$ cat src/rtl/addr_bus_responder_pkg.sv
// Shared types and constants for the address-bus responder.
//   state_e    : responder FSM states
//   op_e       : latched access direction
//   WAIT_CNT_W : width of the wait-state counter (supports 0..15 wait states)
//   is_req     : a request needs a window hit and exactly one of rd/wr low
package addr_bus_responder_pkg;

  localparam int unsigned WAIT_CNT_W = 4;

  typedef enum logic [1:0] {
    StIdle,
    StWait,
    StAccess,
    StDone
  } state_e;

  typedef enum logic {
    OpRead,
    OpWrite
  } op_e;

  // rd/wr are active-low; both low is illegal and is not a request.
  function automatic logic is_req(input logic hit, input logic rd_n, input logic wr_n);
    return hit && (rd_n ^ wr_n);
  endfunction

endpackage

$ cat src/rtl/addr_bus_responder_if.sv
// Bus bundle between an initiator and the address-bus responder.
//   addr_in/addr_valid : address bus value and active-low "driven" flag
//   rd/wr              : active-low read/write requests
//   data_in            : write data from the data bus
//   data_out/data_en   : read data and active-high request to drive the data bus
//   ready              : active-high access complete
//   hit                : combinational window decode
// With ADDR_BUS_RESPONDER_WPROT_EN defined, adds wprot (active-low write protect)
// and wr_err (active-high, protected write completed without modifying RAM).
interface addr_bus_responder_if #(
  parameter int unsigned WIDTH      = 16,
  parameter int unsigned DATA_WIDTH = 8
) ();

  logic [WIDTH-1:0]      addr_in;
  logic                  addr_valid;
  logic                  rd;
  logic                  wr;
  logic [DATA_WIDTH-1:0] data_in;
  logic [DATA_WIDTH-1:0] data_out;
  logic                  data_en;
  logic                  ready;
  logic                  hit;

`ifdef ADDR_BUS_RESPONDER_WPROT_EN
  logic                  wprot;
  logic                  wr_err;

  modport master (
    output addr_in, addr_valid, rd, wr, data_in, wprot,
    input  data_out, data_en, ready, hit, wr_err
  );

  modport slave (
    input  addr_in, addr_valid, rd, wr, data_in, wprot,
    output data_out, data_en, ready, hit, wr_err
  );
`else
  modport master (
    output addr_in, addr_valid, rd, wr, data_in,
    input  data_out, data_en, ready, hit
  );

  modport slave (
    input  addr_in, addr_valid, rd, wr, data_in,
    output data_out, data_en, ready, hit
  );
`endif

endinterface

$ cat src/rtl/responder_ram.sv
// Single-port synchronous RAM, 2**DEPTH_LOG2 x DATA_WIDTH, falling-edge clocked.
//   clk_i   : clock (write and registered read on the falling edge)
//   we_i    : write enable
//   re_i    : read enable; rdata_o updates on the same edge
//   addr_i  : word address
//   wdata_i : write data
//   rdata_o : registered read data
// Contents are deliberately not reset.
module responder_ram #(
  parameter int unsigned DATA_WIDTH = 8,
  parameter int unsigned DEPTH_LOG2 = 8
) (
  input  logic                  clk_i,
  input  logic                  we_i,
  input  logic                  re_i,
  input  logic [DEPTH_LOG2-1:0] addr_i,
  input  logic [DATA_WIDTH-1:0] wdata_i,
  output logic [DATA_WIDTH-1:0] rdata_o
);

  logic [DATA_WIDTH-1:0] mem_q [2**DEPTH_LOG2];
  logic [DATA_WIDTH-1:0] rdata_q;

  always_ff @(negedge clk_i) begin
    if (we_i) begin
      mem_q[addr_i] <= wdata_i;
    end
    if (re_i) begin
      rdata_q <= mem_q[addr_i];
    end
  end

  assign rdata_o = rdata_q;

endmodule

$ cat src/rtl/addr_bus_responder.sv
// Memory-mapped responder on the far end of the address bus. Decodes a
// 2**DEPTH_LOG2-word window at BASE, inserts WAIT_STATES wait cycles, performs
// one RAM read or write and then holds ready until the initiator releases rd/wr.
// All state updates on the falling edge of clk_i.
//   clk_i  : clock
//   rst_ni : asynchronous active-low reset (RAM contents are kept)
//   bus    : addr_bus_responder_if slave modport (address, rd/wr, data, ready, hit)
// Optional macro ADDR_BUS_RESPONDER_WPROT_EN adds the wprot/wr_err write protection.
module addr_bus_responder
  import addr_bus_responder_pkg::*;
#(
  parameter int unsigned      WIDTH       = 16,
  parameter int unsigned      DATA_WIDTH  = 8,
  parameter logic [WIDTH-1:0] BASE        = 16'h8000,
  parameter int unsigned      DEPTH_LOG2  = 8,
  parameter int unsigned      WAIT_STATES = 1
) (
  input logic                 clk_i,
  input logic                 rst_ni,
  addr_bus_responder_if.slave bus
);

  state_e                  state_q, state_d;
  op_e                     op_q, op_d;
  logic [DEPTH_LOG2-1:0]   off_q, off_d;
  logic [DATA_WIDTH-1:0]   wdata_q, wdata_d;
  logic [WAIT_CNT_W-1:0]   cnt_q, cnt_d;
  logic                    prot_q, prot_d;
  logic                    ready_q, ready_d;
  logic                    den_q, den_d;
  logic [DATA_WIDTH-1:0]   dout_q, dout_d;

  logic                    hit;
  logic                    released;
  logic                    prot_req;
  logic                    ram_we;
  logic                    ram_re;
  logic [DATA_WIDTH-1:0]   ram_rdata;

  assign hit      = !bus.addr_valid &&
                    (bus.addr_in[WIDTH-1:DEPTH_LOG2] == BASE[WIDTH-1:DEPTH_LOG2]);
  assign released = bus.rd && bus.wr;

`ifdef ADDR_BUS_RESPONDER_WPROT_EN
  assign prot_req = !bus.wprot;
`else
  assign prot_req = 1'b0;
`endif

  always_comb begin
    state_d = state_q;
    op_d    = op_q;
    off_d   = off_q;
    wdata_d = wdata_q;
    cnt_d   = cnt_q;
    prot_d  = prot_q;
    ready_d = ready_q;
    den_d   = den_q;
    dout_d  = dout_q;
    ram_we  = 1'b0;
    ram_re  = 1'b0;

    unique case (state_q)
      StIdle: begin
        if (is_req(hit, bus.rd, bus.wr)) begin
          off_d   = bus.addr_in[DEPTH_LOG2-1:0];
          op_d    = bus.wr ? OpRead : OpWrite;
          wdata_d = bus.data_in;
          prot_d  = prot_req;
          cnt_d   = WAIT_CNT_W'(WAIT_STATES);
          state_d = (WAIT_STATES > 0) ? StWait : StAccess;
        end
      end
      StWait: begin
        // Abort wins over the final count so an abandoned write never reaches RAM.
        if (bus.addr_valid || released) begin
          state_d = StIdle;
        end else begin
          cnt_d = cnt_q - 1'b1;
          if (cnt_q == 1) begin
            state_d = StAccess;
          end
        end
      end
      StAccess: begin
        ram_we  = (op_q == OpWrite) && !prot_q;
        ram_re  = (op_q == OpRead);
        state_d = StDone;
      end
      StDone: begin
        if (released) begin
          state_d = StIdle;
          ready_d = 1'b0;
          den_d   = 1'b0;
        end else begin
          // ready registers one edge after entering DONE, giving N+WAIT_STATES+2.
          ready_d = 1'b1;
          den_d   = (op_q == OpRead);
          if (!ready_q && (op_q == OpRead)) begin
            dout_d = ram_rdata;
          end
        end
      end
      default: state_d = StIdle;
    endcase
  end

  always_ff @(negedge clk_i or negedge rst_ni) begin
    if (!rst_ni) begin
      state_q <= StIdle;
      op_q    <= OpRead;
      off_q   <= '0;
      wdata_q <= '0;
      cnt_q   <= '0;
      prot_q  <= 1'b0;
      ready_q <= 1'b0;
      den_q   <= 1'b0;
      dout_q  <= '0;
    end else begin
      state_q <= state_d;
      op_q    <= op_d;
      off_q   <= off_d;
      wdata_q <= wdata_d;
      cnt_q   <= cnt_d;
      prot_q  <= prot_d;
      ready_q <= ready_d;
      den_q   <= den_d;
      dout_q  <= dout_d;
    end
  end

`ifdef ADDR_BUS_RESPONDER_WPROT_EN
  logic wr_err_q;

  always_ff @(negedge clk_i or negedge rst_ni) begin
    if (!rst_ni) begin
      wr_err_q <= 1'b0;
    end else begin
      wr_err_q <= ready_d && (op_q == OpWrite) && prot_q;
    end
  end

  assign bus.wr_err = wr_err_q;
`endif

  responder_ram #(
    .DATA_WIDTH (DATA_WIDTH),
    .DEPTH_LOG2 (DEPTH_LOG2)
  ) u_ram (
    .clk_i   (clk_i),
    .we_i    (ram_we),
    .re_i    (ram_re),
    .addr_i  (off_q),
    .wdata_i (wdata_q),
    .rdata_o (ram_rdata)
  );

  assign bus.hit      = hit;
  assign bus.ready    = ready_q;
  assign bus.data_en  = den_q;
  assign bus.data_out = dout_q;

endmodule

$ cat src/flat_wrapper.sv
// flat-port wrapper written by rule: the top's interface ports become plain ports
module addr_bus_responder_flat import addr_bus_responder_pkg::*;
#(
  parameter int unsigned      WIDTH       = 16,
  parameter int unsigned      DATA_WIDTH  = 8,
  parameter logic [WIDTH-1:0] BASE        = 16'h8000,
  parameter int unsigned      DEPTH_LOG2  = 8,
  parameter int unsigned      WAIT_STATES = 1
)
  (clk_i, rst_ni, bus_addr_in, bus_addr_valid, bus_rd, bus_wr, bus_data_in, bus_data_out, bus_data_en, bus_ready, bus_hit);
  addr_bus_responder_if #(.WIDTH(WIDTH), .DATA_WIDTH(DATA_WIDTH)) bus_i ();
  input logic clk_i;
  input logic rst_ni;
  input wire logic [$bits(bus_i.addr_in)-1:0] bus_addr_in;
  input wire logic [$bits(bus_i.addr_valid)-1:0] bus_addr_valid;
  input wire logic [$bits(bus_i.rd)-1:0] bus_rd;
  input wire logic [$bits(bus_i.wr)-1:0] bus_wr;
  input wire logic [$bits(bus_i.data_in)-1:0] bus_data_in;
  output wire logic [$bits(bus_i.data_out)-1:0] bus_data_out;
  output wire logic [$bits(bus_i.data_en)-1:0] bus_data_en;
  output wire logic [$bits(bus_i.ready)-1:0] bus_ready;
  output wire logic [$bits(bus_i.hit)-1:0] bus_hit;
  assign bus_i.addr_in = bus_addr_in;
  assign bus_i.addr_valid = bus_addr_valid;
  assign bus_i.rd = bus_rd;
  assign bus_i.wr = bus_wr;
  assign bus_i.data_in = bus_data_in;
  assign bus_data_out = bus_i.data_out;
  assign bus_data_en = bus_i.data_en;
  assign bus_ready = bus_i.ready;
  assign bus_hit = bus_i.hit;
  addr_bus_responder #(.WIDTH(WIDTH), .DATA_WIDTH(DATA_WIDTH), .BASE(BASE), .DEPTH_LOG2(DEPTH_LOG2), .WAIT_STATES(WAIT_STATES)) u_core (.clk_i(clk_i), .rst_ni(rst_ni), .bus(bus_i));
endmodule
$ cat config.mk
export PLATFORM = sky130hd
export DESIGN_NAME = addr_bus_responder_flat
export DESIGN_NICKNAME = d
export VERILOG_FILES = /design/src/rtl/addr_bus_responder_pkg.sv /design/src/rtl/addr_bus_responder_if.sv /design/src/rtl/responder_ram.sv /design/src/rtl/addr_bus_responder.sv /design/src/flat_wrapper.sv
export SDC_FILE = /design/constraint.sdc
export NUM_CORES = 2
export LEC_CHECK = 0
export ABC_CLOCK_PERIOD_IN_PS = 3900
export BUFFER_PORTS_ARGS = -buffer_cell sky130_fd_sc_hd__clkbuf_2
export CAP_MARGIN = 20
export CORE_ASPECT_RATIO = 1.1
export CORE_MARGIN = 1.5
export CORE_UTILIZATION = 50
export DETAILED_ROUTE_END_ITERATION = 12
export PLACE_DENSITY_LB_ADDON = 0.05
export SYNTH_ARGS = -nofsm -noshare
export SYNTH_HDL_FRONTEND = slang
export SYNTH_SLANG_ARGS = --single-unit
$ cat constraint.sdc
create_clock -name clk_i -period 3.9 [get_ports clk_i]
set_input_delay 0.195 -clock clk_i [delete_from_list [all_inputs] [get_ports clk_i]]
set_output_delay 0.195 -clock clk_i [all_outputs]
set_load 0.03 [all_outputs]
# Word level (Yosys, flattened, before mapping)
# Memories as Yosys holds them, arrays and structs flattened. A register that Yosys moved wholly into a read port is not among the register bits.
# Index checks and enable logic that the tools add are counted.
[totals]
ramBits = 2048
ff_bits = 33
wordCells = 50
n_memories = 1
inputBits = 29
[memory_table]
columns = ["memory", "depth", "width", "read_ports", "rd_clocked_by_memory_dff", "write_ports", "line_no", "rtl"]
rows = [
  ["u_core.u_ram.mem_q", 256, 8, 1, 1, 1, "responder_ram.sv:21", "logic [DATA_WIDTH-1:0] mem_q [2**DEPTH_LOG2];"],
]
[classes]
eq_ne = 9
reduce_logical = 13
bitwise_logic = 3
n_addsub = 1
n_mux = 15
[ops]
columns = ["cell", "n"]
rows = [
  ["$reduce_and A3 Y1", 3],
  ["$eq A8 B8 Y1 const B", 1],
  ["$mux W2", 4],
  ["$mux W4", 2],
  ["$pmux W2 S4", 1],
  ["$pmux W4 S2", 1],
  ["$mux W1", 7],
  ["$eq A2 B2 Y1 const B", 2],
  ["$eq A4 B1 Y1 const B", 1],
  ["$logic_and A1 B1 Y1", 4],
  ["$ne A2 B1 Y1 const B", 2],
  ["$sub A4 B1 Y4 const B", 1],
  ["$ne A3 B1 Y1 const B", 1],
  ["$eq A2 B1 Y1 const B", 1],
  ["$logic_not A1 Y1", 2],
  ["$logic_not A2 Y1", 1],
  ["$ne A2 B2 Y1 const B", 1],
  ["$not A1 Y1", 2],
  ["$reduce_and A2 Y1", 1],
  ["$reduce_bool A2 Y1", 1],
  ["$logic_or A1 B1 Y1", 1],
  ["$xor A1 B1 Y1", 1],
]

# Longest topological paths before layout
[logic_depth]
ltp_word = 5
mapped_depth = 8
depth_no_buf = 6

# Hierarchy
# A second synthesis with hierarchy kept.
[hier_totals]
cells_unflattened = 3657
area_unflattened_um2 = 80051.8
[modules_own_cells]
columns = ["mod", "area_per_inst_um2", "seq_area_each_um2", "instances", "cells_per_inst"]
rows = [
  ["responder_ram", 78552.8, 61739.2, 1, 3548],
  ["addr_bus_responder", 1498.9, 825.8, 1, 109],
]

==> out/results.txt <==
The first routing iteration left 4612 violations. IR analysis of the VDD net gives a maximum drop of 0.000465 V. The net count of the finished layout is 6178. For the pin with the worst max-slew slack, the measured transition is 1.15 ns. After detailed routing, the number of remaining DRC violations is 10. The share of synthesized registers carrying an async set or reset is 1.58%. The logs give 0.0558 W for the total power consumption of the routed design and 123 mm for the post-detailed-placement half-perimeter wirelength. Of the post-synthesis cell area, the dominant cell type holds 77.5%. The number of warnings issued by yosys came out at 0. The first-pass iteration count of the detailed router came out at 12. The cell chosen for the clock root was clkbuf_16. The post-route netlist has 21.8% of its cells at a drive strength greater than 1. The max-slew violation count came out at 0. In this design, the stage delay of the slowest critical-path cell is 0.81 ns. The checks that failed: design-rule violations.

STA classifies the critical path startpoint as a flip-flop. After synthesis the netlist holds a flip-flop and latch count of 2089. The cell count after synthesis came out at 3632. In the post-synthesis netlist, the cell with the most instances is edfxtp_1. The worst clock skew on the final layout came out at 0.0766 ns.

Summed over all layers, the global routing overflow is 0. The worst pin sits at a relative slew slack of 23.2%. The number of vias per cell was 5.58; the post-place setup slack was -0.0711 ns.

The H-tree was split into 4 levels. The placer congestion estimate is 0.831, and the total of endpoints with negative setup slack in the final report is 0. Based on the critical path, the design can be clocked at up to 264 MHz. The final worst-path setup slack was 0.112 ns; the peak fanout along the critical path was 46. The routed wirelength normalized by instance count works out to 25.5 um. The longest clock path from root to sink contains 3 buffers.

Power spread over the standard cell area amounts to 556 nW/um^2. Of all cell types, the one taking the most synthesized area is edfxtp_1. The tools report the final-report hold violation count as 0. For this design, the slowest cell found on the critical path is o41ai_1. Summed over all cells, the static leakage comes to 40.1 nW.

The tools report the signal arrival time at the worst endpoint as 6.27 ns. The tightest min-delay check is of the reg -> reg type. The run gives 0.83 ns as the later-pin clock latency in the skew report. Detailed routing inserted a total of 46.9k vias. Cells fill 63.5% of the core in the end.

The CTS buffer count is 213. The die covers 162000 um^2. The logs give 78.5% for the sequential share of the synthesized area and 0 for the number of post-CTS setup repair buffers.

The detail route stage leaves a number of antenna-violating nets equal to 0. The floorplan step set the die height to 422 um. The post-synth design cell area is 79700 um^2, and the final critical-path required period is 3.79 ns. The worst path required time is 6.38 ns, and the count of flip-flops with a built-in enable after synthesis is 2056. The tools report the endpoint kind of the worst setup timing path as a flip-flop.

The commonest cells after synthesis are edfxtp_1, mux4_2, nor2_1. Across every metal layer, demand over resource in global routing totals 27.0%. Area added between synthesis and finish: 25.9%. Walking the worst path, the cells encountered are buf_12, buf_12, buf_4, mux4_2, a22oi_1, a21oi_1, o41ai_1, buf_4, nand4_1. The x dimension of the die came out at 384 um. Setup repair after global routing left no endpoint under its margin.

Yosys attributes the largest share of cell area to edfxtp_1, mux4_2, a22oi_1, nor2_1, dfrtn_1. The first global-routing pass estimated 315 mm of wire. The count of input and output buffers works out to 39. The number of global-route vias before repair was 52.7k. The synthesized netlist contains 39 unique library cells. The flow ran to the end, but the final reports show violations. Clock net sink count: 2089. The critical path class is reg -> reg. The number of cell rows was 153. The clock-pin slew on the worst setup and hold paths came out at 0.05 ns. The count of max-cap constraint violations is 0. TritonCTS built the clock tree. The final worst-path cycle share is 97.1%, and the initial antenna violation count is 4.

For this configuration, the core starts out at a cell density of 50.4%. After detailed routing, the total wire length is 215 mm. Entering global routing, the biggest net connects 200 pins. The number of placed I/O pins was 40; the post-synth net total was 3664. The synthesized area per cell works out to 21.9 um^2. In the synthesized netlist the dominant register cell turns out to be edfxtp_1. The floorplan step defined a core boundary enclosing 158000 um^2.
worst max-delay path: cells and delay by family, from the launching register on:
family,cells,cell delay [ns]
buf+inv,4,1.17
compound gates,3,1.17
mux,1,0.58
flops,1,0.46
simple gates,1,0.09
final timing paths:
path	from	endpoint	slack, ns	cells after the start
setup / recovery	u_core.off_q[0]	u_core.u_ram.rdata_o[3]	0.11	9
hold / removal	u_core.u_ram.rdata_o[5]	u_core.bus.data_out[5]	0.40	1
setup reg to reg	u_core.off_q[0]	u_core.u_ram.rdata_o[3]	0.11	9
hold reg to reg	u_core.u_ram.rdata_o[5]	u_core.bus.data_out[5]	0.40	1
max in group asynchronous	rst_ni	u_core.off_q[4]	1.81	1
min in group asynchronous	rst_ni	u_core.off_q[2]	1.43	1
cells in the final DEF (no fill, tap or decap), drive strengths merged, types with 6 or more instances in the layout:
cell type and n:
clkinv 16, mux4 512, clkinvlp 60, mux2 22, nand4 8, clkbuf 260
inv 2117, edfxtp 2056, nor2b 7, dfrtn 33, nor3 6, bufinv 33
buf 434, nor2 265, nand2 39, o41ai 32, a21oi 132, a22oi 256
layout make-up:
cell class,count,area [um^2]
Antenna cell,1,2.50
Clock buffer,221,5490
Clock inverter,2222,9430
Fill cell,11700,57800
Inverter,4,15.0
Multi-Input combinational cell,1309,16200
Sequential cell,2089,62600
Tap cell,2092,2620
Timing Repair Buffer,473,4010
power breakdown:
group	internal (W)	switching, W	total [W]
Sequential	0.0248	0.0000697	0.0248
Combinational	0.000765	0.00118	0.00194
Clock	0.0151	0.0138	0.0290
Total	0.0407	0.0151	0.0558
per-stage QoR:
step                      cells  setup TNS [ns]  instance area (um^2)  hold slack, ns
after floorplan            3632         -315.84                 79700           0.349
after global placement     5967         -0.0573                 85400           0.357
after detailed placement   5967         -0.0711                 85400           0.361
after CTS                  8409               0                100000           0.402
after global routing       8410               0                100000           0.421
final                      8411               0                100000           0.399
per-layer routing:
layer / up-vias / part of all wire, % / global-route usage (%)
li1: 20400 / - / -
met1: 24200 / 39 / 34.7
met2: 2035 / 51 / 42.6
met3: 282 / 7.7 / 7.85
met4: 0 / 2.5 / 13.0
met5: - / 0 / 0
cells by family (layout without fill, tap and decap cells):
kind of cell,after synthesis,in the layout,share of synthesized area (%)
buf+inv,234,2920,1.26
fa+ha+maj,3,3,0.0471
simple gates,343,343,1.75
other cells,0,1,0
flops,2089,2089,78.5
xor+xnor,2,2,0.0220
compound gates,427,427,3.64
mux,534,534,14.8
flip-flops by register name, summed over array words and instances (netlist names), 4 cells and up, named ones only:
signal / flops
u_core.u_ram.mem_q: 2048
u_core.bus.data_out: 8
u_core.cnt_q: 4
u_core.u_ram.rdata_o: 8
u_core.off_q: 8
u_core.wdata_q: 8
timing repair:
| action | 4_1_cts | 5_1_grt |
|---|---|---|
| endpoints found under the setup margin | 1 | 0 |
| gates resized for setup | 1 | 0 |
| hold buffers | 0 | 0 |
Power figures use the tool's default switching activity.
